--- config.mk ---
export PLATFORM = sky130hd
export DESIGN_NAME = ula_sequenciador
export DESIGN_NICKNAME = d
export VERILOG_FILES = /design/src/rtl/ula_sequenciador.sv
export SDC_FILE = /design/constraint.sdc
export NUM_CORES = 1
export LEC_CHECK = 0
export CORE_ASPECT_RATIO = 1.75
export CORE_MARGIN = 8
export CORE_UTILIZATION = 35
export DETAILED_ROUTE_END_ITERATION = 8
export PLACE_DENSITY_LB_ADDON = 0.12
export SETUP_SLACK_MARGIN = 0.02
export SKIP_CTS_REPAIR_TIMING = 1
export SLEW_MARGIN = 20
export SYNTH_ARGS = -nofsm -noshare
export SYNTH_HDL_FRONTEND = slang
export SYNTH_SLANG_ARGS = --single-unit
--- constraint.sdc ---
create_clock -name clk -period 5.9 [get_ports clk]
set_clock_uncertainty 0.05 [all_clocks]
set_input_delay 1.475 -clock clk [delete_from_list [all_inputs] [get_ports clk]]
set_output_delay 1.475 -clock clk [all_outputs]
set_load 0.005 [all_outputs]
--- src/rtl/ula_sequenciador.sv ---
// Purpose: debounces the board keys and sequences operand/operation entry for the ULA datapath.
// Latency: a change on the ULA inputs reaches result_reg/flags/valid SETTLE_CYC+1 cycles later.
// Backpressure: none; key pulses are ignored in EXEC, and any pulse aborts the scan mode.
module ula_sequenciador #(
    parameter int DEBOUNCE_CYC = 500000,
    parameter int SETTLE_CYC   = 4,
    parameter int HOLD_CYC     = 50000000
) (
    input  logic       clk,
    input  logic       rst,
    input  logic [1:0] key_n,
    input  logic [9:0] sw,
    input  logic [7:0] ula_result,
    input  logic       ula_cout,
    output logic [3:0] a_reg,
    output logic [3:0] b_reg,
    output logic       cin_reg,
    output logic [2:0] sel,
    output logic [7:0] result_reg,
    output logic       valid,
    output logic       flag_zero,
    output logic       flag_error,
    output logic       flag_cout,
    output logic [2:0] state_out
);

    localparam int DB_W   = $clog2(DEBOUNCE_CYC + 1);
    localparam int TM_MAX = (HOLD_CYC > SETTLE_CYC) ? HOLD_CYC : SETTLE_CYC;
    localparam int TM_W   = $clog2(TM_MAX + 1);

    // Debounce counter terminal value; settle counter counts down to zero inclusive
    // so the latch lands SETTLE_CYC+1 cycles after the inputs change.
    localparam logic [DB_W-1:0] DB_LAST     = DB_W'(DEBOUNCE_CYC - 1);
    localparam logic [TM_W-1:0] SETTLE_LOAD = TM_W'(SETTLE_CYC);
    localparam logic [TM_W-1:0] HOLD_LOAD   = TM_W'(HOLD_CYC - 1);

    typedef enum logic [2:0] {
        IDLE      = 3'd0,
        GET_A     = 3'd1,
        GET_B     = 3'd2,
        GET_OP    = 3'd3,
        EXEC      = 3'd4,
        SHOW      = 3'd5,
        SCAN_SET  = 3'd6,
        SCAN_HOLD = 3'd7
    } state_t;

    // Keys are carried as "pressed" (inverted key_n) so that the all-zero reset
    // value means "released and stable".
    logic [1:0]            sync1;
    logic [1:0]            sync2;
    logic [1:0]            db_state;
    logic [1:0]            k_pulse;
    logic [1:0][DB_W-1:0]  db_cnt;

    state_t          state, state_nx;
    logic [TM_W-1:0] tmr, tmr_nx;
    logic [3:0]      a_nx, b_nx;
    logic            cin_nx, valid_nx, zero_nx, err_nx, cout_nx;
    logic [2:0]      sel_nx;
    logic [7:0]      res_nx;
    logic            k0, k1, any_key;
    logic            unused_sw;

    assign unused_sw = sw[9];
    assign k1        = k_pulse[1];
    assign k0        = k_pulse[0];
    assign any_key   = k0 | k1;
    assign state_out = state;

    // Per-key synchroniser and stability counter; a pulse fires only on a debounced press edge.
    always_ff @(posedge clk or posedge rst) begin
        if (rst) begin
            sync1    <= '0;
            sync2    <= '0;
            db_state <= '0;
            k_pulse  <= '0;
            db_cnt   <= '0;
        end else begin
            sync1 <= ~key_n;
            sync2 <= sync1;
            for (int i = 0; i < 2; i++) begin
                k_pulse[i] <= 1'b0;
                if (sync2[i] == db_state[i]) begin
                    db_cnt[i] <= '0;
                end else if (db_cnt[i] == DB_LAST) begin
                    db_cnt[i]   <= '0;
                    db_state[i] <= sync2[i];
                    k_pulse[i]  <= sync2[i];
                end else begin
                    db_cnt[i] <= db_cnt[i] + 1'b1;
                end
            end
        end
    end

    // Next-state and next-register computation; every register holds unless a transition says otherwise.
    always_comb begin
        state_nx = state;
        tmr_nx   = tmr;
        a_nx     = a_reg;
        b_nx     = b_reg;
        cin_nx   = cin_reg;
        sel_nx   = sel;
        res_nx   = result_reg;
        valid_nx = valid;
        zero_nx  = flag_zero;
        err_nx   = flag_error;
        cout_nx  = flag_cout;
        case (state)
            IDLE: begin
                if (k1) begin
                    state_nx = SCAN_SET;
                    sel_nx   = 3'd0;
                    tmr_nx   = SETTLE_LOAD;
                end else if (k0) begin
                    state_nx = GET_A;
                end
            end
            GET_A: begin
                if (k1) begin
                    state_nx = IDLE;
                end else if (k0) begin
                    a_nx     = sw[3:0];
                    cin_nx   = sw[8];
                    state_nx = GET_B;
                end
            end
            GET_B: begin
                if (k1) begin
                    state_nx = IDLE;
                end else if (k0) begin
                    b_nx     = sw[7:4];
                    state_nx = GET_OP;
                end
            end
            GET_OP: begin
                if (k1) begin
                    state_nx = IDLE;
                end else if (k0) begin
                    if (sw[2:0] == 3'd7) begin
                        err_nx = 1'b1;
                    end else begin
                        sel_nx   = sw[2:0];
                        valid_nx = 1'b0;
                        err_nx   = 1'b0;
                        tmr_nx   = SETTLE_LOAD;
                        state_nx = EXEC;
                    end
                end
            end
            EXEC, SCAN_SET: begin
                if ((state == SCAN_SET) && any_key) begin
                    state_nx = IDLE;
                end else if (tmr == '0) begin
                    res_nx   = ula_result;
                    valid_nx = 1'b1;
                    zero_nx  = (ula_result == 8'd0);
                    cout_nx  = ula_cout & (sel == 3'd0);
                    err_nx   = ((sel == 3'd6) && (b_reg == 4'd0)) ||
                               ((sel == 3'd1) && (a_reg < b_reg));
                    if (state == EXEC) begin
                        state_nx = SHOW;
                    end else begin
                        tmr_nx   = HOLD_LOAD;
                        state_nx = SCAN_HOLD;
                    end
                end else begin
                    tmr_nx = tmr - 1'b1;
                end
            end
            SHOW: begin
                if (k1) begin
                    state_nx = IDLE;
                end else if (k0) begin
                    state_nx = GET_A;
                end
            end
            SCAN_HOLD: begin
                if (any_key) begin
                    state_nx = IDLE;
                end else if (tmr == '0) begin
                    sel_nx   = (sel == 3'd6) ? 3'd0 : sel + 3'd1;
                    tmr_nx   = SETTLE_LOAD;
                    state_nx = SCAN_SET;
                end else begin
                    tmr_nx = tmr - 1'b1;
                end
            end
            default: state_nx = IDLE;
        endcase
    end

    // State, timer and all driven/latched outputs.
    always_ff @(posedge clk or posedge rst) begin
        if (rst) begin
            state      <= IDLE;
            tmr        <= '0;
            a_reg      <= '0;
            b_reg      <= '0;
            cin_reg    <= 1'b0;
            sel        <= '0;
            result_reg <= '0;
            valid      <= 1'b0;
            flag_zero  <= 1'b0;
            flag_error <= 1'b0;
            flag_cout  <= 1'b0;
        end else begin
            state      <= state_nx;
            tmr        <= tmr_nx;
            a_reg      <= a_nx;
            b_reg      <= b_nx;
            cin_reg    <= cin_nx;
            sel        <= sel_nx;
            result_reg <= res_nx;
            valid      <= valid_nx;
            flag_zero  <= zero_nx;
            flag_error <= err_nx;
            flag_cout  <= cout_nx;
        end
    end

endmodule

Word level (Yosys, flattened, before mapping)
Cells that the tools add are included.

word-level totals
  bits in registers = 99
  logic and storage cells = 136

cells by class
  add/subtract/negate cells = 4
  order comparisons = 1
  eq/ne operators = 29
  multiplexer cells = 54
  bitwise logic cells = 7
  reduce and logical (&&, ||, !) cells = 23

operators by type and width
  kind                                                  number
  2-to-1 mux 26 bit                                     9
  case mux 26 bit (4 select lines)                      1
  2-to-1 mux 19 bit                                     4
  2-to-1 mux 3 bit                                      21
  adder 19 x 1 -> 19 bit (second input constant)        2
  equality test 19 bit (second input constant)          2
  logical NOT 26 bit                                    1
  subtractor 26 x 1 -> 26 bit (second input constant)   1
  inequality test 3 bit (second input constant)         7
  case mux 3 bit (7 select lines)                       1
  equality test 3 bit (second input constant)           6
  inequality test 2 bit (second input constant)         8
  2-to-1 mux 1 bit                                      14
  AND reduction 6 bit                                   2
  case mux 3 bit (3 select lines)                       1
  AND reduction 3 bit                                   3
  logical NOT 8 bit                                     1
  AND reduction 8 bit                                   1
  AND reduction 7 bit                                   1
  equality test 3 x 1 -> 1 bit (second input constant)  2
  equality test 3 x 2 -> 1 bit (second input constant)  2
  logical NOT 3 bit                                     2
  AND reduction 5 bit                                   1
  logical NOT 4 bit                                     1
  other kinds (16)                                      24

Longest topological paths before layout
  word-level depth = 6
  mapped depth = 10

Least setup slack after synthesis
Ideal clock, no wire load.

  path type = input port to flip-flop
  start point = input port sw[0]
  end point = register tmr[9]
  data arrival time = 2.743 ns
  path slack = 2.978 ns
  cell stages on the path = 7
  buffers on the path = 1
  cells stage by stage = a31oi_1 a31oi_1 o21a_1 buf_1 nor4_1 xnor2_1 nor2_1

on the way
  word-level cells in the longest chain between the ends = 3

RTL lines
  item                                    RTL line  source
  start: declaration                      12        input logic [9:0] sw,
  equality test 3 bit                     141       if (sw[2:0] == 3'd7) begin
  inequality test 2 bit (no source line)  -
  AND reduction 8 bit (no source line)    -
  end signal: assignment                  210       tmr <= tmr_nx;
  end: declaration                        57        logic [TM_W-1:0] tmr, tmr_nx;

Every way passes these cells.
A chain may end at the register's enable or synchronous reset.

Worst setup path in the final report
  start point = input port sw[0]
  end point = register tmr[14]

Same word-level chain as after synthesis.

==> out/qor.csv <==
metric;value;unit
Post-Synthesis Cells;542;
vias in the first global route;4300;
Cell Chain, Critical Path;clkdlybuf4s50_1 -> a31oi_1 -> a31oi_1 -> o21a_1 -> nor2_1 -> o21ai_0 -> a22o_1;
RSZ-0062 raised after global routing;false;
DP HPWL;9.52;mm
most common flop cell mapped by yosys;dfrtp_1;
pwr/cell area;223;nW/um^2
first-pass GRT wire length;21.9;mm
ANT nets after route;0;
All-Layer GR Usage;14.4;%
Initial DRT Pass Iterations;4;
initial drt markers;203;
CTS tree;built;
Max Root-Sink Buffers;2;
Routed WL;13.2;mm
gpl congestion;0.805;
# H-tree levels;3;
fraction of registers with async set/reset;100;%
Mapped Avg Cell Area;9.75;um^2
largest net degree at the start of global routing;67;
min Tclk post-route;4.07;ns
final slew viol count;0;
Yosys top cell area share;46.9;%
most instantiated library cell after synthesis;dfrtp_1;
Fill cells;1436;
Yosys Warn Count;0;
overflow left after global routing;0;
synthesized net count;572;
Post-Layout Cell Count;770;
PortBufs;48;
WP data arrival;4.26;ns
Final Hold Fails;0;
Fmax;246;MHz
relative slew slack;32.1;%
Num CTS Buffers;9;
max_cap viols;0;
Hold WC Path Type;flip-flop to flip-flop;
#FFs+latches synth;99;
multi-input logic area;2630;um^2
Area Overhead vs Synth;17.5;%
DR top layer;met4;
clock latency on the worst-skew pair;0.35;ns
Required @ worst endpoint;6.09;ns
CTS clk-pin slew, worst paths;0.07;ns
CP peak stage delay;0.88;ns
Num Clock Sinks;99;
Worst Path Max Fanout;15;
number of cells after detailed placement;754;
leading area contributor after synthesis;dfrtp_1;
Synth area leaders;dfrtp_1 47%, nor2_1 5.4%, xnor2_1 4.8%, mux2_2 3.2%, o21ai_0 2.8%;
startpoint types;primary input;
Reg area;2480;um^2
max reg flops;38;
Tcrit/Tclk final;69.0;%
Mapped Area;5290;um^2
Metal-1 WL;5.12;mm
crit path buf inv count;1;
routed wl met2;7.37;mm
Die W;109;um
initial antenna violation count;0;
DR vias/cell;5.39;
synth unique cells;65;
number of enable flip-flop cells after synthesis;0;
Leak;0.00256;uW
most frequent CP cell;a31oi_1;
DR vias;4152;
maximum resistive drop on vdd;0.165;mV
top cells by count, synth;99 x dfrtp_1, 76 x nor2_1, 37 x nand2_1, 30 x o21ai_0, 29 x xnor2_1;
clock root buffer;clkbuf_16;
slew of the pin with the lowest slew margin;1.01;ns
TNS Setup;0;ns
I/O Pins;50;
n_diodes;0;
Placement Rows;59;
Die Y;179;um
CP max-delay cell;nor2_1;
CP delay by family, top;compound AO/OA/AOI/OAI gates;
Setup violations, final;0;
kind of critical path;primary input to flip-flop;
endpoint type of the worst setup path;flip-flop;
sequential area share after synthesis;46.9;%
area of the core;14800;um^2
Starting Density;35.6;%
Final #Nets;612;
met3 wire length;400;um
share of cells above drive strength 1;10.1;%
die area;19400;um^2
DRC;0;
status;finished, final reports clean;
Routed wire per std cell;17.2;um
==> routing by layer <==
layer	global-route usage (%)	vias to the layer above
met5	0	-
met4	6.20	0
met2	26.7	78
met3	2.82	20
met1	15.2	2048
li1	-	2006
==> area by class of cell <==
class,count,area share [%]
inverter,18,1.13
timing repair buffer,50,7.98
clock buffer,10,3.85
tap,183,3.69
sequential,99,39.9
multi-input combinational,404,42.4
clock inverter,6,1.11
==> report_power, final <==
part           switching (uW)  leakage, uW  internal, uW
Sequential               8.21      0.00126           689
Clock                     276     0.000150           345
Combinational            32.4      0.00115          34.2
==> cells by family (layout without fill, tap and decap cells) <==
logic type	Yosys count	after routing	share of synthesized area, %
xor gates and xnor gates	45	45	7.46
and+or+nand+nor	237	237	24.2
muxes	19	19	4.33
AOI/OAI and AO/OA	96	96	12.1
adders and majority gates	7	7	1.66
buffers and inverters	39	84	3.36
DFF	99	99	46.9
==> worst register-to-register path: cells and delay by family (launching register included) <==
kind	cells	cell delay, ns
AOI/OAI and AO/OA	1	0.24
DFF	1	0.46
and+or+nand+nor	5	2.30
==> layout by cell type, fill, tap and decap left out, types with 8 or more instances in the layout <==
cell type        Yosys  layout
inv_1               18      17
clkbuf_16            0       9
o21ai_0             30      30
a22o_1               8       8
mux2_2              15      15
xor2_1              16      16
nor2_1              76      76
xnor2_1             29      29
nand4_1              9       9
clkdlybuf4s50_1      0      48
dfrtp_1             99      99
nor3_1              21      21
nor4_1              10      10
nand2_1             37      37
and3_1              10      10
a21oi_1             16      16
nand3_1             26      26
==> metrics by stage <==
step / setup slack, ns / util [%] / power (uW) / area, um^2 / hold WS (ns)
3_3_place_gp: 1.50 / 39.8 / 778 / 5900 / 0.285
5_1_grt: 1.66 / 41.9 / 1440 / 6210 / 0.298
3_5_place_dp: 1.47 / 39.8 / 779 / 5900 / 0.285
6_report: 1.83 / 41.9 / 1380 / 6210 / 0.294
2_1_floorplan: 1.78 / - / 740 / 5290 / 0.281
4_1_cts: 1.85 / 41.9 / 1410 / 6210 / 0.300
==> worst paths after layout <==
kind                           from           end  slack (ns)  depth (start not counted)
max reg2reg                 tmr[16]    flag_error        2.76                          6
max                           sw[0]       tmr[14]        1.83                          7
min in group asynchronous       rst        tmr[8]        1.60                          2
max in group asynchronous       rst  state_out[2]        3.21                          3
min reg2reg                sync1[1]      sync2[1]        0.29                          0
min                        sync1[1]      sync2[1]        0.29                          0
Power figures use the tool's default switching activity.
